### src/rtl/mdu_pkg.sv
// Shared definitions for the iterative multiply/divide unit.
// Op encodings, FSM states and the decoder-facing funct constants.
package mdu_pkg;

  typedef enum logic [1:0] {
    MDU_MULTU = 2'b00,
    MDU_MULT  = 2'b01,
    MDU_DIVU  = 2'b10,
    MDU_DIV   = 2'b11
  } mdu_op_e;

  typedef enum logic [1:0] {
    IDLE = 2'd0,
    CALC = 2'd1,
    FIX  = 2'd2
  } mdu_state_e;

  localparam logic [5:0] OPC_SPECIAL = 6'd0;
  localparam logic [5:0] FN_MTHI     = 6'd17;
  localparam logic [5:0] FN_MTLO     = 6'd19;
  localparam logic [5:0] FN_MULT     = 6'd24;
  localparam logic [5:0] FN_MULTU    = 6'd25;
  localparam logic [5:0] FN_DIV      = 6'd26;
  localparam logic [5:0] FN_DIVU     = 6'd27;

  function automatic mdu_op_e funct_to_op(
    input logic [5:0] fn
  );
    mdu_op_e r;
    r = MDU_MULTU;
    unique case (1'b1)
      fn == FN_MULT:  r = MDU_MULT;
      fn == FN_DIV:   r = MDU_DIV;
      fn == FN_DIVU:  r = MDU_DIVU;
      default:        r = MDU_MULTU;
    endcase
    return r;
  endfunction

endpackage

### src/rtl/mdu_if.sv
// Request/result bundle between the core and the MDU.
// The core drives requests; the MDU returns status and HI/LO.
interface mdu_if #(
    parameter int WIDTH = 32
) ();
    logic             start;
    logic [1:0]       op;
    logic [WIDTH-1:0] a;
    logic [WIDTH-1:0] b;
    logic             hi_we;
    logic             lo_we;
    logic [WIDTH-1:0] wdata;
    logic             busy;
    logic             done;
    logic             div_by_zero;
    logic [WIDTH-1:0] hi;
    logic [WIDTH-1:0] lo;

    modport master (
        output start, op, a, b,
        output hi_we, lo_we, wdata,
        input  busy, done, div_by_zero,
        input  hi, lo
    );

    modport slave (
        input  start, op, a, b,
        input  hi_we, lo_we, wdata,
        output busy, done, div_by_zero,
        output hi, lo
    );
endinterface

### src/rtl/mult_div_unit.sv
// Iterative radix-2 multiply/divide unit with HI/LO registers.
// One accumulator serves shift-add multiply and restoring divide.
module mult_div_unit
    import mdu_pkg::*;
#(
    parameter int WIDTH = 32,
    parameter int CNT_W = $clog2(WIDTH) + 1
) (
    input logic clk,
    input logic rst_n,
    mdu_if.slave bus
);

    localparam logic [CNT_W-1:0] LAST = CNT_W'(WIDTH - 1);

    mdu_state_e         state, state_n;
    logic [CNT_W-1:0]   cnt;
    logic [2*WIDTH-1:0] acc;
    logic [WIDTH-1:0]   opb;
    logic               is_div;
    logic               neg_res;
    logic               neg_rem;
    logic               dz;
    logic [WIDTH-1:0]   hi_r, lo_r;
    logic               done_r, dbz_r;

    logic               a_neg, b_neg;
    logic [WIDTH-1:0]   mag_a, mag_b;
    logic [WIDTH:0]     msum, rsh, diff;
    logic [2*WIDTH-1:0] acc_step, prod;
    logic [WIDTH-1:0]   quo, rem;
    logic [WIDTH-1:0]   fin_hi, fin_lo;

    function automatic logic [WIDTH-1:0] neg_w(
        input logic [WIDTH-1:0] v,
        input logic             en
    );
        return en ? (~v + 1'b1) : v;
    endfunction

    function automatic logic [2*WIDTH-1:0] neg_d(
        input logic [2*WIDTH-1:0] v,
        input logic               en
    );
        return en ? (~v + 1'b1) : v;
    endfunction

    // Signed ops run on magnitudes; signs are restored in FIX
    assign a_neg = bus.op[0] & bus.a[WIDTH-1];
    assign b_neg = bus.op[0] & bus.b[WIDTH-1];
    assign mag_a = neg_w(bus.a, a_neg);
    assign mag_b = neg_w(bus.b, b_neg);

    always_comb begin
        msum = {1'b0, acc[2*WIDTH-1:WIDTH]}
             + (acc[0] ? {1'b0, opb} : '0);
        rsh  = acc[2*WIDTH-1:WIDTH-1];
        diff = rsh - {1'b0, opb};
        if (is_div) begin
            if (diff[WIDTH])
                acc_step = {rsh[WIDTH-1:0], acc[WIDTH-2:0], 1'b0};
            else
                acc_step = {diff[WIDTH-1:0], acc[WIDTH-2:0], 1'b1};
        end else begin
            acc_step = {msum, acc[WIDTH-1:1]};
        end
    end

    // Zero divisor leaves the dividend magnitude as remainder,
    // so sign correction returns the original dividend in HI
    always_comb begin
        prod   = neg_d(acc, neg_res);
        quo    = neg_w(acc[WIDTH-1:0], neg_res);
        rem    = neg_w(acc[2*WIDTH-1:WIDTH], neg_rem);
        fin_hi = prod[2*WIDTH-1:WIDTH];
        fin_lo = prod[WIDTH-1:0];
        if (is_div) begin
            fin_hi = rem;
            fin_lo = dz ? '1 : quo;
        end
    end

    always_comb begin
        state_n = state;
        unique case (state)
            IDLE:    if (bus.start) state_n = CALC;
            CALC:    if (cnt == LAST) state_n = FIX;
            FIX:     state_n = IDLE;
            default: state_n = IDLE;
        endcase
    end

    always_ff @(posedge clk or negedge rst_n) begin
        if (!rst_n) state <= IDLE;
        else        state <= state_n;
    end

    always_ff @(posedge clk or negedge rst_n) begin
        if (!rst_n) begin
            cnt     <= '0;
            acc     <= '0;
            opb     <= '0;
            is_div  <= 1'b0;
            neg_res <= 1'b0;
            neg_rem <= 1'b0;
            dz      <= 1'b0;
            hi_r    <= '0;
            lo_r    <= '0;
            done_r  <= 1'b0;
            dbz_r   <= 1'b0;
        end else begin
            done_r <= 1'b0;
            dbz_r  <= 1'b0;
            unique case (state)
                IDLE: begin
                    if (bus.hi_we) hi_r <= bus.wdata;
                    if (bus.lo_we) lo_r <= bus.wdata;
                    if (bus.start) begin
                        is_div  <= bus.op[1];
                        neg_res <= a_neg ^ b_neg;
                        neg_rem <= bus.op[1] & a_neg;
                        dz      <= bus.op[1] & (bus.b == '0);
                        acc     <= {{WIDTH{1'b0}}, mag_a};
                        opb     <= mag_b;
                        cnt     <= '0;
                    end
                end
                CALC: begin
                    acc <= acc_step;
                    cnt <= cnt + 1'b1;
                end
                FIX: begin
                    hi_r   <= fin_hi;
                    lo_r   <= fin_lo;
                    done_r <= 1'b1;
                    dbz_r  <= dz;
                end
                default: ;
            endcase
        end
    end

    assign bus.busy        = (state != IDLE);
    assign bus.done        = done_r;
    assign bus.div_by_zero = dbz_r;
    assign bus.hi          = hi_r;
    assign bus.lo          = lo_r;

endmodule

### src/flat_wrapper.sv
// flat-port wrapper written by rule: the top's interface ports become plain ports
module mult_div_unit_flat import mdu_pkg::*;
#(
    parameter int WIDTH = 32,
    parameter int CNT_W = $clog2(WIDTH) + 1
)
  (clk, rst_n, bus_start, bus_op, bus_a, bus_b, bus_hi_we, bus_lo_we, bus_wdata, bus_busy, bus_done, bus_div_by_zero, bus_hi, bus_lo);
  mdu_if #(.WIDTH(WIDTH)) bus_i ();
  input logic clk;
  input logic rst_n;
  input wire logic [$bits(bus_i.start)-1:0] bus_start;
  input wire logic [$bits(bus_i.op)-1:0] bus_op;
  input wire logic [$bits(bus_i.a)-1:0] bus_a;
  input wire logic [$bits(bus_i.b)-1:0] bus_b;
  input wire logic [$bits(bus_i.hi_we)-1:0] bus_hi_we;
  input wire logic [$bits(bus_i.lo_we)-1:0] bus_lo_we;
  input wire logic [$bits(bus_i.wdata)-1:0] bus_wdata;
  output wire logic [$bits(bus_i.busy)-1:0] bus_busy;
  output wire logic [$bits(bus_i.done)-1:0] bus_done;
  output wire logic [$bits(bus_i.div_by_zero)-1:0] bus_div_by_zero;
  output wire logic [$bits(bus_i.hi)-1:0] bus_hi;
  output wire logic [$bits(bus_i.lo)-1:0] bus_lo;
  assign bus_i.start = bus_start;
  assign bus_i.op = bus_op;
  assign bus_i.a = bus_a;
  assign bus_i.b = bus_b;
  assign bus_i.hi_we = bus_hi_we;
  assign bus_i.lo_we = bus_lo_we;
  assign bus_i.wdata = bus_wdata;
  assign bus_busy = bus_i.busy;
  assign bus_done = bus_i.done;
  assign bus_div_by_zero = bus_i.div_by_zero;
  assign bus_hi = bus_i.hi;
  assign bus_lo = bus_i.lo;
  mult_div_unit #(.WIDTH(WIDTH), .CNT_W(CNT_W)) u_core (.clk(clk), .rst_n(rst_n), .bus(bus_i));
endmodule
### config.mk
export PLATFORM = sky130hd
export DESIGN_NAME = mult_div_unit_flat
export DESIGN_NICKNAME = d
export VERILOG_FILES = /design/src/rtl/mdu_pkg.sv /design/src/rtl/mdu_if.sv /design/src/rtl/mult_div_unit.sv /design/src/flat_wrapper.sv
export SDC_FILE = /design/constraint.sdc
export NUM_CORES = 1
export LEC_CHECK = 0
export ABC_CLOCK_PERIOD_IN_PS = 5450
export CORE_MARGIN = 4
export CORE_UTILIZATION = 25
export DETAILED_ROUTE_END_ITERATION = 16
export HOLD_SLACK_MARGIN = 0.02
export SETUP_SLACK_MARGIN = 0.2
export SLEW_MARGIN = 30
export SYNTH_ARGS = -nofsm -noshare
export SYNTH_HDL_FRONTEND = slang
export SYNTH_SLANG_ARGS = --single-unit
export TNS_END_PERCENT = 20
### constraint.sdc
create_clock -name clk -period 5.45 [get_ports clk]
set_input_delay 0.8175 -clock clk [delete_from_list [all_inputs] [get_ports clk]]
set_output_delay 0.8175 -clock clk [all_outputs]
set_load 0.01 [all_outputs]
Yosys cells after proc, flatten, opt, wreduce, memory -nomap -nowiden:

Index checks and enable logic that the tools add are counted.

* output and inout port bits: 67
* input port bits: 103
* bits in registers: 174

* bitwise operators: 10
* equal/unequal tests: 7
* multiplexer cells: 24
* reduce and logical (&&, ||, !) cells: 10
* add/subtract/negate cells: 8

Operators with widths (count)
* $mux W32: 10
* $mux W64: 4
* $add A32 B1 Y32 const B: 4
* $not A32 Y32: 4
* $pmux W32 S2: 2
* $pmux W64 S2: 1
* $add A64 B1 Y64 const B: 1
* $not A64 Y64: 1
* $add A32 B33 Y33: 1
* $sub A33 B32 Y33: 1
* $logic_not A32 Y1: 1
* $pmux W6 S2: 1
* $reduce_and A2 Y1: 5
* $add A6 B1 Y6 const B: 1
* $eq A6 B5 Y1 const B: 1
* $mux W6: 1
* $ne A2 B2 Y1 const B: 3
* $reduce_bool A2 Y1: 3
* $and A1 B1 Y1: 4
* $mux W2: 2
* $pmux W2 S2: 1
* $eq A2 B1 Y1 const B: 1
* $eq A2 B2 Y1 const B: 1
* $logic_not A2 Y1: 1
* 3 further kinds: 4

Depth between registers and ports, before layout:

* word-level depth: 6
* mapped depth: 16
* depth with buffers taken out: 14

Worst setup path after synthesis:

No wires, ideal clock.

* path type: flip-flop to flip-flop
* start point: register u_core.acc[31]
* end point: register u_core.acc[62]
* buffers on the path: 2
* data required time: 5.326 ns
* stages on the path, launching flop included: 16
* period minus slack after synthesis: 3.858 ns
* setup time: 0.124 ns
* setup slack: 1.592 ns
* arrival time: 3.734 ns
* cell sequence: dfrtp_1 -> clkbuf_1 -> inv_1 -> ha_1 -> fa_1 -> and2b_1 -> o31a_4 -> o22ai_4 -> o311ai_4 -> a31oi_4 -> o31ai_4 -> mux2i_2 -> or4_1 -> buf_6 -> o311a_1 -> o31a_1

* word-level cells in the longest chain between the ends: 4

RTL lines
* start, declared: line mult_div_unit.sv:18 `logic [2*WIDTH-1:0] acc;`
* start signal, assigned: line mult_div_unit.sv:123 `acc <= {{WIDTH{1'b0}}, mag_a};`
* start signal, assigned: line mult_div_unit.sv:129 `acc <= acc_step;`
* $sub A33 B32 Y33: line mult_div_unit.sv:58 `diff = rsh - {1'b0, opb};`
* $mux W64: line mult_div_unit.sv:60 `if (diff[WIDTH])`
* $mux W64: line mult_div_unit.sv:59 `if (is_div) begin`
* $pmux W64 S2: line mult_div_unit.sv:114 `unique case (state)`

No other way between the ends.
A chain may end at the register's enable or synchronous reset.

Worst setup path after layout:

* start point: register u_core.acc[31]
* end point: register u_core.acc[32]

* word-level cells in the longest chain between the ends: 4

RTL lines (line)
* $sub A33 B32 Y33: mult_div_unit.sv:58
* $mux W64 (*): mult_div_unit.sv:60
* $mux W64 (*): mult_div_unit.sv:59
* $pmux W64 S2 (*): mult_div_unit.sv:114

Every way passes the cells marked *; elsewhere a longest branch is shown, timed or not.

==> out/results.tsv <==
metric	value	unit
fin_hold_ws	424	ps
dp_hpwl	41400	um
slew_viol_final	0	
cts_buffer_depth	2	
clk_latency	460	ps
synth_nets	1998	
tritoncts	done	
p_per_area	567	nW/um2
syn_area	14600	um2
area_growth	20.4	%
seq_power_share	26.0	%
drtIter0Drc	1334	
antenna_found_initial	7	
clock-sinks	174	
p_int	5.08	mW
vdd_drop_max	0.264	mV
p_leak	7.10	nW
ant_nets	0	
fin_setup_tns	0	ps
cp_max_fo	17	
cts_buffers	17	
setup_viol	0	
io_pins	170	
layout_min_cycle_time	4460	ps
ys_ff_latch	174	
cts_root_buf	clkbuf_16	
gp_congestion	0.895	
period_share	81.8	%
dieArea	62300	um2
max_slew_margin	34.1	%
die_y	250	um
track_usage	16.3	%
p_total	9.95	mW
skew	14.1	ps
ys.flop_type	dfrtp_1	
clkPwrFrac	12.4	%
vias	14200	
drc_errors	0	
die_x	250	um
dpl_cell_area	17000	um2
hp-class	in -> async	
combPwrFrac	61.6	%
grt_overflow	0	
sw_frac_of_total	49.0	%
worst_pin_slew	980	ps
avgSynthCellArea	7.99	um2
port_buffers	169	
synth_cell_types	78	
fmax	224	MHz
grt_pass1_vias	13700	
arrival	4830	ps
design.core.area	57700	um2
ys_warn_count	0	
max_stage_delay	840	ps
multiInputGateArea	9570	um2
clk_transition_reported_paths	80	ps
slowest_stage	or4_1	
yosysSeqAreaShare	29.9	%
post_cts_resized	0	
initial_core_util	25.3	%
async_reset_ff_share	100	%
post_cts_buffers	0	
grt_start_max_net_pins	92	
end_kind	flop	
synth-edff-count	0	
vias_per_cell	5.26	
htree_levels	4	
netSwitchingPower	4.87	mW
required	5820	ps
status	finished, final reports clean	
fin_nets	2092	
crit_chain	inv_1 -> ha_1 -> fa_1 -> and2b_1 -> o31a_4 -> o22ai_4 -> o311ai_4 -> a31oi_4 -> o31ai_4 -> mux2i_2 -> or4_1 -> buf_12 -> mux2_4 -> o221ai_2	
ctsHoldBuffers	0	
seq_area	4360	um2
post-route-util	30.4	%
start_kind	flop	
rsz0062_at_grt	false	
crit_type	reg -> reg	
n_antenna_cell	0	
wl	52700	um
drive_above_1_share	5.39	%
fill_cells	6113	
synthCells	1824	
rows	88	
first_pass_iters	6	
cap_violations	0	
hold_violations	0	
route.detailed.wl_per_inst	19.6	um
grt_pass1_wl	81500	um
final_area	17600	um2
per-stage QoR:
| step | cells | setup slack, ps |
|---|---|---|
| 2_1_floorplan | 1824 | 1590 |
| 3_3_place_gp | 2664 | 1100 |
| 3_5_place_dp | 2664 | 1020 |
| 4_1_cts | 2696 | 995 |
| 5_1_grt | 2696 | 833 |
| 6_report | 2696 | 994 |
cell usage after synthesis, types with 13 or more instances:
master	instances	area share, %
nand3_1	45	1.5
nand2b_1	16	0.69
and3_1	13	0.56
o41ai_1	14	0.84
a21oi_1	138	4.7
nor3_1	29	1.0
a21o_1	38	2.0
a211oi_1	15	0.77
xnor2_1	111	6.7
a22oi_1	19	0.98
dfrtp_1	174	30
and2_1	15	0.64
o22ai_1	34	1.5
inv_1	57	1.5
or3_1	36	1.5
o211ai_1	34	1.8
nand4_1	14	0.60
or4_1	14	0.72
clkbuf_1	99	2.5
a31oi_1	15	0.64
o31ai_1	22	1.1
xor2_1	53	3.2
nor2_1	135	3.5
mux2i_1	60	4.1
ha_1	69	5.9
nand2_1	202	5.2
o21ai_0	210	7.2
placed cells by master, fill, tap and decap left out, types with 10 or more instances in the layout:
| master | n |
|---|---|
| a22oi_1 | 19 |
| dfrtp_1 | 173 |
| a21o_1 | 38 |
| o41ai_1 | 14 |
| inv_1 | 56 |
| clkbuf_16 | 17 |
| o21ai_0 | 210 |
| ha_1 | 69 |
| buf_4 | 22 |
| nor2b_1 | 11 |
| a211oi_1 | 15 |
| or4_1 | 14 |
| mux2i_1 | 60 |
| o31ai_1 | 22 |
| nand2_1 | 200 |
| clkdlybuf4s50_1 | 168 |
| a21oi_1 | 138 |
| nand4_1 | 14 |
| nand3b_1 | 10 |
| nor3_1 | 29 |
| nor2_1 | 133 |
| and2_1 | 14 |
| and3_1 | 13 |
| nand2b_1 | 16 |
| nand3_1 | 45 |
| a31oi_1 | 15 |
| xnor2_1 | 111 |
| o22ai_1 | 34 |
| xor2_1 | 53 |
| or3_1 | 36 |
| o211ai_1 | 34 |
path summary, 6_finish.rpt:
| path | from | endpoint | slack (ps) | cells after the start |
|---|---|---|---|---|
| max | u_core.acc[31]$_DFFE_PN0P_ | u_core.acc[32]$_DFFE_PN0P_ | 990 | 14 |
| min | rst_n | u_core.acc[7]$_DFFE_PN0P_ | 420 | 1 |
| max reg2reg | u_core.acc[31]$_DFFE_PN0P_ | u_core.acc[32]$_DFFE_PN0P_ | 990 | 14 |
| min reg2reg | u_core.bus.lo[7]$_DFFE_PN0P_ | u_core.bus.lo[7]$_DFFE_PN0P_ | 480 | 2 |
| max in group asynchronous | rst_n | u_core.acc[63]$_DFFE_PN0P_ | 3820 | 2 |
| min in group clk | u_core.bus.lo[7]$_DFFE_PN0P_ | u_core.bus.lo[7]$_DFFE_PN0P_ | 480 | 2 |
per-layer routing:
layer / up-vias / GRT usage, % / wire length (um)
met5: - / 0 / 76
met4: 12 / 4.61 / 1230
met3: 78 / 3.37 / 3470
met2: 488 / 26.3 / 24100
met1: 6815 / 22.3 / 23800
li1: 6780 / - / -
cell families (layout without fill, tap and decap cells):
group                    after synthesis  count (layout)  synth area share [%]
XOR/XNOR                             164             164                  9.85
AO/OA/AOI/OAI                        599             599                  25.5
adder cells (fa/ha/maj)               71              71                  6.19
multiplexers                          63              63                  4.42
flip-flops                           174             174                  29.9
AND/OR/NAND/NOR                      579             579                  19.4
buffers and inverters                174             281                  4.70
state kept, by name (all words and copies together), names as in the netlist:
name                    count
u_core.acc                 64
u_core.bus.div_by_zero      1
u_core.bus.done             1
u_core.bus.hi              32
u_core.bus.lo              32
u_core.cnt                  6
u_core.dz                   1
u_core.is_div               1
u_core.neg_rem              1
u_core.neg_res              1
u_core.opb                 32
u_core.state                2
power by group through the flow:
stage | sequential (mW) | clock (mW) | combinational, mW
final | 2.59 | 1.24 | 6.13
after detailed placement | 2.58 | 0 | 6.06
after CTS | 2.56 | 1.25 | 6.09
after global routing | 2.65 | 1.30 | 6.71
after floorplan | 2.25 | 0 | 4.53
after global placement | 2.56 | 0 | 5.98
area by class of cell:
| cell class | count | share of cell area [%] |
|---|---|---|
| repair buffers | 192 | 10.7 |
| well taps | 765 | 5.45 |
| flip-flops and latches | 174 | 24.8 |
| multi-input cells | 1476 | 54.5 |
| inverters | 57 | 1.22 |
| clock buffers | 17 | 2.42 |
| clock inverters | 15 | 0.848 |
critical path, delay by kind of cell (launching register included):
kind / cells / cell delay, ps
compound gates: 6 / 1170
simple gates: 2 / 1090
fa+ha+maj: 2 / 640
flops: 1 / 540
mux: 2 / 480
buf+inv: 2 / 420
Power figures use the tool's default switching activity.
